## src/rtl/button_debouncer_if.sv

```systemverilog
// Button debouncer signal bundle: raw pin toward the debouncer, clean level, strobes and glitch count back.
interface button_debouncer_if;
    logic       button_raw;
    logic       button_clean;
    logic       rise_pulse;
    logic       fall_pulse;
    logic [7:0] glitch_count;

    modport master (
        output button_raw,
        input  button_clean,
        input  rise_pulse,
        input  fall_pulse,
        input  glitch_count
    );

    modport slave (
        input  button_raw,
        output button_clean,
        output rise_pulse,
        output fall_pulse,
        output glitch_count
    );
endinterface

```

## src/rtl/button_debouncer.sv

```systemverilog
// Synchronises a bouncing button pin and accepts a new level only after DEBOUNCE_CYCLES stable samples.
// Emits one-cycle rise/fall strobes and a saturating count of aborted transitions.
module button_debouncer #(
    parameter int unsigned DEBOUNCE_CYCLES = 16
) (
    input  logic               clk,
    input  logic               reset_n,
    button_debouncer_if.slave  bus
);

    localparam int unsigned CNT_W   = 16;
    localparam int unsigned GLIT_W  = 8;
    localparam logic [CNT_W-1:0]  CNT_LAST = CNT_W'(DEBOUNCE_CYCLES - 1);
    localparam logic [GLIT_W-1:0] GLIT_MAX = {GLIT_W{1'b1}};

    typedef enum logic [1:0] {
        STABLE_LOW  = 2'd0,
        WAIT_HIGH   = 2'd1,
        STABLE_HIGH = 2'd2,
        WAIT_LOW    = 2'd3
    } state_e;

    state_e              state_q;
    logic                sync1_q;
    logic                sync2_q;
    logic [CNT_W-1:0]    cnt_q;
    logic                clean_q;
    logic                rise_q;
    logic                fall_q;
    logic [GLIT_W-1:0]   glitch_q;
    logic [GLIT_W-1:0]   glitch_d;

    // Saturating increment used on every aborted wait
    assign glitch_d = (glitch_q == GLIT_MAX) ? glitch_q : glitch_q + GLIT_W'(1);

    always_ff @(posedge clk or negedge reset_n) begin
        if (!reset_n) begin
            sync1_q  <= 1'b0;
            sync2_q  <= 1'b0;
            state_q  <= STABLE_LOW;
            cnt_q    <= '0;
            clean_q  <= 1'b0;
            rise_q   <= 1'b0;
            fall_q   <= 1'b0;
            glitch_q <= '0;
        end else begin
            sync1_q <= bus.button_raw;
            sync2_q <= sync1_q;
            rise_q  <= 1'b0;
            fall_q  <= 1'b0;
            case (state_q)
                STABLE_LOW: begin
                    if (sync2_q) begin
                        state_q <= WAIT_HIGH;
                        cnt_q   <= '0;
                    end
                end
                WAIT_HIGH: begin
                    if (!sync2_q) begin
                        state_q  <= STABLE_LOW;
                        glitch_q <= glitch_d;
                    end else if (cnt_q == CNT_LAST) begin
                        state_q <= STABLE_HIGH;
                        clean_q <= 1'b1;
                        rise_q  <= 1'b1;
                    end else begin
                        cnt_q <= cnt_q + CNT_W'(1);
                    end
                end
                STABLE_HIGH: begin
                    if (!sync2_q) begin
                        state_q <= WAIT_LOW;
                        cnt_q   <= '0;
                    end
                end
                WAIT_LOW: begin
                    if (sync2_q) begin
                        state_q  <= STABLE_HIGH;
                        glitch_q <= glitch_d;
                    end else if (cnt_q == CNT_LAST) begin
                        state_q <= STABLE_LOW;
                        clean_q <= 1'b0;
                        fall_q  <= 1'b1;
                    end else begin
                        cnt_q <= cnt_q + CNT_W'(1);
                    end
                end
                default: state_q <= STABLE_LOW;
            endcase
        end
    end

    assign bus.button_clean = clean_q;
    assign bus.rise_pulse   = rise_q;
    assign bus.fall_pulse   = fall_q;
    assign bus.glitch_count = glitch_q;

endmodule

```

## src/flat_wrapper.sv

```systemverilog
// flat-port wrapper written by rule: the top's interface ports become plain ports
module button_debouncer_flat 
#(
    parameter int unsigned DEBOUNCE_CYCLES = 16
)
  (clk, reset_n, bus_button_raw, bus_button_clean, bus_rise_pulse, bus_fall_pulse, bus_glitch_count);
  button_debouncer_if bus_i ();
  input  logic clk;
  input  logic reset_n;
  input wire logic [$bits(bus_i.button_raw)-1:0] bus_button_raw;
  output wire logic [$bits(bus_i.button_clean)-1:0] bus_button_clean;
  output wire logic [$bits(bus_i.rise_pulse)-1:0] bus_rise_pulse;
  output wire logic [$bits(bus_i.fall_pulse)-1:0] bus_fall_pulse;
  output wire logic [$bits(bus_i.glitch_count)-1:0] bus_glitch_count;
  assign bus_i.button_raw = bus_button_raw;
  assign bus_button_clean = bus_i.button_clean;
  assign bus_rise_pulse = bus_i.rise_pulse;
  assign bus_fall_pulse = bus_i.fall_pulse;
  assign bus_glitch_count = bus_i.glitch_count;
  button_debouncer #(.DEBOUNCE_CYCLES(DEBOUNCE_CYCLES)) u_core (.clk(clk), .reset_n(reset_n), .bus(bus_i));
endmodule
```

## config.mk

```make
export PLATFORM = sky130hd
export DESIGN_NAME = button_debouncer_flat
export DESIGN_NICKNAME = d
export VERILOG_FILES = /design/src/rtl/button_debouncer_if.sv /design/src/rtl/button_debouncer.sv /design/src/flat_wrapper.sv
export SDC_FILE = /design/constraint.sdc
export NUM_CORES = 1
export LEC_CHECK = 0
export BUFFER_PORTS_ARGS = -buffer_cell sky130_fd_sc_hd__buf_2
export CAP_MARGIN = 10
export CORE_AREA = 2 2 67 69
export CTS_CLUSTER_SIZE = 12
export DETAILED_ROUTE_END_ITERATION = 16
export DIE_AREA = 0 0 69 71
export HOLD_SLACK_MARGIN = 0.05
export MAX_ROUTING_LAYER = met4
export PLACE_DENSITY = 0.56
export SKIP_LAST_GASP = 1
export SLEW_MARGIN = 15
export SYNTH_ARGS = -nofsm -noshare
export SYNTH_HDL_FRONTEND = slang
export SYNTH_SLANG_ARGS = --single-unit
export TNS_END_PERCENT = 20
```

## constraint.sdc

```tcl
create_clock -name clk -period 4.85 [get_ports clk]
set_clock_uncertainty 0.15 [all_clocks]
set_input_delay 0.485 -clock clk [delete_from_list [all_inputs] [get_ports clk]]
set_output_delay 0.485 -clock clk [all_outputs]
set_load 0.02 [all_outputs]
```

## Word-level counts from Yosys, hierarchy flattened

Index checks and enable logic that the tools add are counted.

- Flip-flop bits (word level): 31
- Bits in latches: 0
- Memory bits (writable): 0
- ROM bits: 0
- Output and inout port bits: 11
- Logic and storage cells: 58
- Memories kept: 0

- $add $sub $neg: 2
- $mul: 0
- Div/mod/pow operators: 0
- Magnitude comparators: 0
- Equality and inequality tests: 15
- Shift-type cells: 0
- Muxes and demuxes: 27
- Bitwise gates (word level): 0
- Reduce and logical (&&, ||, !) cells: 6

Operators by type and width:

| cell | count |
|---|---|
| 16-bit 2-to-1 mux | 5 |
| 16-bit case mux with 4 select lines | 1 |
| 8-bit 2-to-1 mux | 3 |
| 16-bit by 1-bit adder with 16-bit output (second input constant) | 1 |
| 16-bit by 4-bit equality test with 1-bit output (second input constant) | 1 |
| 8-bit case mux with 2 select lines | 1 |
| 2-bit 2-to-1 mux | 6 |
| 2-bit by 1-bit inequality test with 1-bit output (second input constant) | 5 |
| 1-bit 2-to-1 mux | 9 |
| 8-bit by 1-bit adder with 8-bit output (second input constant) | 1 |
| 8-bit equality test (second input constant) | 1 |
| 2-bit case mux with 4 select lines | 1 |
| 4-bit AND reduction | 2 |
| 2-bit inequality test (second input constant) | 3 |
| 5-bit AND reduction | 1 |
| 2-bit equality test (second input constant) | 2 |
| 3-bit by 1-bit inequality test with 1-bit output (second input constant) | 1 |
| 3-bit inequality test (second input constant) | 1 |
| 3-bit AND reduction | 1 |
| 2-bit by 1-bit equality test with 1-bit output (second input constant) | 1 |
| 2-bit logical NOT | 1 |
| 1-bit case mux with 2 select lines | 1 |
| 2-bit nonzero test | 1 |

## Logic depth before layout (Yosys ltp)

- Word-level depth: 4
- Depth in mapped cells: 5

## Least setup slack after synthesis

No wires, ideal clock.

- Kind: reg2reg
- From: reg u_core.cnt_q[0]
- To: reg u_core.cnt_q[0]
- Library setup time: 0.128 ns
- Data arrival time: 1.594 ns
- Required time: 4.572 ns
- Setup slack: 2.979 ns
- Cell stages (with the launch flop): 6
- Cell sequence: dfrtp_1 > ha_1 > and4b_1 > nand4_1 > nand2_2 > mux2_1

- Cells in the longest elaborated chain, start to end: 4

RTL lines:

| item | line | text |
|---|---|---|
| start: declaration | button_debouncer.sv:26 | `logic [CNT_W-1:0] cnt_q;` |
| start signal: assignment | button_debouncer.sv:67 | `cnt_q <= cnt_q + CNT_W'(1);` |
| start signal: assignment | button_debouncer.sv:85 | `cnt_q <= cnt_q + CNT_W'(1);` |
| 16-bit by 1-bit adder with 16-bit output / 16-bit by 4-bit equality test with 1-bit output (equally long branches) | - |  |
| 16-bit 2-to-1 mux * | button_debouncer.sv:62, button_debouncer.sv:80 |  |
| 16-bit 2-to-1 mux, on equally long branches | button_debouncer.sv:77, button_debouncer.sv:59 |  |
| 16-bit case mux with 4 select lines * | button_debouncer.sv:51 | `case (state_q)` |

Every way passes the cells marked *; elsewhere a longest branch is shown, timed or not. The select of a mux whose other input is x is not followed.
A chain may end at the register's enable or synchronous reset.

==> impl_metrics.env <==
export IMPL_place_congestion=0.8395
export IMPL_place_hpwl_mm=2.311
export IMPL_wl_per_cell_um=14.87
export IMPL_cts_max_level=2
export IMPL_cts_root_buf="clkbuf_8"
export IMPL_holdWs_ns=0.08840
export IMPL_gr_total_overflow=0
export IMPL_cts_buffers=5
export IMPL_die_area_um2=4899
export IMPL_r2r_end="u_core.bus.glitch_count[7]"
export IMPL_multi_input_area_um2=754.5
export IMPL_seqCellArea_um2=775.7
export IMPL_clkSlewWorstSetupHoldPaths_ns=0.06
export IMPL_synth_seq_cells=31
export IMPL_hold_violations=0
export IMPL_firstDrtPassIters=4
export IMPL_critPathLaunchType="flop"
export IMPL_clockBufferDepth=2
export IMPL_period_minus_slack_ns=2.283
export IMPL_synth_edff_count=0
export IMPL_cp_required_ns=4.90
export IMPL_syn_inst=160
export IMPL_synth_seq_area_share_pct=48.63
export IMPL_dr_first_iter_drc_count=57
export IMPL_crit_type="reg2reg"
export IMPL_portBuffers=13
export IMPL_cap_violations=0
export IMPL_final_layout_size_suffix_gt1_share_pct=15.20
export IMPL_grt_max_degree=32
export IMPL_ys_flop_type="dfrtp_1"
export IMPL_grt_pass1_vias=1235
export IMPL_post_cts_buffers=0
export IMPL_num_vias=1250
export IMPL_finalCritPeriodShare_pct=47.07
export IMPL_row_count=24
export IMPL_antenna_left=0
export IMPL_tns_ns=0
export IMPL_power_total_uw=718.5
export IMPL_rr_worst_depth=4
export IMPL_nFillCells=410
export IMPL_synth_area_um2=1595
export IMPL_final_nets=175
export IMPL_clk_insertion_delay_late_ns=0.28
export IMPL_fin_ws_ns=2.567
export IMPL_grt_pass1_wl_mm=5.782
export IMPL_drc=0
export IMPL_die_h_um=71
export IMPL_cts_sinks=31
export IMPL_diodes=0
export IMPL_cts_tree="built"
export IMPL_power_density_nw_per_um2=403.0
export IMPL_cp_cell_sequence="xnor2_2 > o211ai_2 > nor3_1 > xor2_1"
export IMPL_boundaryPins=14
export IMPL_crit_path_max_fanout=17
export IMPL_cts_hold_buf=0
export IMPL_post_place_ws_ns=2.579
export IMPL_cts_resized=0
export IMPL_crit_slowest_cell="xnor2_2"
export IMPL_regToRegSetupSlack_ns=2.57
export IMPL_hold_path_class="in2async"
export IMPL_grt_total_usage_pct=15.46
export IMPL_viasPerCell=5.605
export IMPL_area_growth_syn_to_layout_pct=11.76
export IMPL_critical_path_max_stage_delay_ns=0.72
export IMPL_synth_cell_types=40
export IMPL_maxClockFrequency_ghz=0.4380
export IMPL_end_kind="flop"
export IMPL_max_slew_margin_pct=42.33
export IMPL_synth_avg_cell_area_um2=9.971
export IMPL_peakVddDrop_mv=0.1885
export IMPL_rsz0062_at_grt="no"
export IMPL_finalSetupViolCount=0
export IMPL_async_reset_ff_share_pct=100.0
export IMPL_die_w_um=69
export IMPL_antenna_found_initial=0
export IMPL_status="complete, no violations"
export IMPL_drt_total_wl_mm=3.315
export IMPL_maxSlewViolCount=0
export IMPL_p_leak_nw=0.8089
export IMPL_worst_slew_pin_slew_ns=0.8608
export IMPL_coreArea_um2=4204
export IMPL_synth_fp_nets=165
export IMPL_arrival_ns=2.34
export IMPL_start_util_pct=37.95
export IMPL_yosys_warnings=0
report_power, final:
group	switching [mW]	leakage [nW]	internal, mW
Clock	0.0937	0.0515	0.129
Combinational	0.0858	0.344	0.0572
Sequential	0.0567	0.413	0.296
placed cells by master, fill, tap and decap left out, types with 2 or more instances in the layout:
master	Yosys	final
clkbuf_8	0	7
nor2_1	9	9
nand2_1	12	12
or3_1	2	2
a21oi_1	3	3
o2bb2ai_1	3	3
a2bb2oi_1	2	2
buf_2	4	13
and4_1	2	2
a31oi_1	3	3
nand4_1	11	11
xor2_1	7	7
nand3_1	13	13
xnor2_1	2	2
nor4_1	5	5
o41ai_1	2	2
dfrtp_1	31	31
mux2i_1	4	4
ha_1	2	2
inv_1	5	5
o21ai_0	5	5
and3_1	2	2
nor3_1	6	6
and2_1	3	3
stage by stage:
| stage | cell area [um^2] | instances | utilization, % |
|---|---|---|---|
| global route | 1783 | 223 | 42.41 |
| global placement | 1683 | 215 | 40.03 |
| floorplan | 1595 | 160 | - |
| finish | 1783 | 223 | 42.41 |
| CTS | 1783 | 223 | 42.41 |
| detailed placement | 1683 | 215 | 40.03 |
worst max path at each step:
stage                                from                    endpoint  slack [ns]  cells past startpoint
after floorplan           u_core.cnt_q[0]             u_core.cnt_q[0]        2.98                      5
after global placement               flop  u_core.bus.glitch_count[5]        2.70                      4
after detailed placement             flop  u_core.bus.glitch_count[7]        2.58                      4
after CTS                            flop  u_core.bus.glitch_count[7]        2.56                      4
after global routing                 flop  u_core.bus.glitch_count[7]        2.38                      4
final                                flop  u_core.bus.glitch_count[7]        2.57                      4
logic make-up after synthesis:
family	count (synthesis)	synth area share [%]
and+or+nand+nor	71	24.86
muxes	6	3.922
adders and majority gates	2	1.568
DFF	31	48.63
xor gates and xnor gates	10	5.961
buffers and inverters	16	4.078
AOI/OAI and AO/OA	24	10.98
metal layers:
layer | track usage (%) | wire length, um | vias up
li1 | - | - | 606
met1 | 18.30 | 1440 | 603
met2 | 24.04 | 1636 | 29
met3 | 3.561 | 132 | 12
met4 | 9.368 | 106 | 0
met5 | - | 0 | -
critical path, delay by kind of cell (launching register included):
kind,cells,cell delay [ns]
simple gates,1,0.32
compound gates,1,0.36
xor+xnor,2,0.91
flops,1,0.46
state kept, by name (all words and copies together) (netlist names), named ones only:
register                 count
u_core.bus.button_clean      1
u_core.bus.fall_pulse        1
u_core.bus.glitch_count      8
u_core.bus.rise_pulse        1
u_core.cnt_q                16
u_core.state_q               1
u_core.sync1_q               1
u_core.sync2_q               1
synthesized netlist by cell type, types with 2 or more instances:
cell / instances / share of area (%)
and4_1: 2 / 1.1
and3_1: 2 / 0.78
o21ai_0: 5 / 1.6
o2bb2ai_1: 3 / 1.6
xor2_1: 7 / 3.8
or3_1: 2 / 0.78
a2bb2oi_1: 2 / 1.1
mux2i_1: 4 / 2.5
nand4_1: 11 / 4.3
clkbuf_1: 6 / 1.4
nor4_1: 5 / 2.0
ha_1: 2 / 1.6
buf_2: 4 / 1.3
nor2_1: 9 / 2.1
a31oi_1: 3 / 1.2
and2_1: 3 / 1.2
nor3_1: 6 / 1.9
o41ai_1: 2 / 1.1
dfrtp_1: 31 / 49
xnor2_1: 2 / 1.1
inv_1: 5 / 1.2
nand3_1: 13 / 4.1
a21oi_1: 3 / 0.94
nand2_1: 12 / 2.8
final cells by class:
cell class,count,share of cell area [%]
Sequential cell,31,43.51
Multi-Input combinational cell,113,42.32
Clock buffer,8,5.614
Timing Repair Buffer,13,3.649
Tap cell,52,3.649
Inverter,6,1.263
No activity file was read; power rests on OpenSTA's default activity.
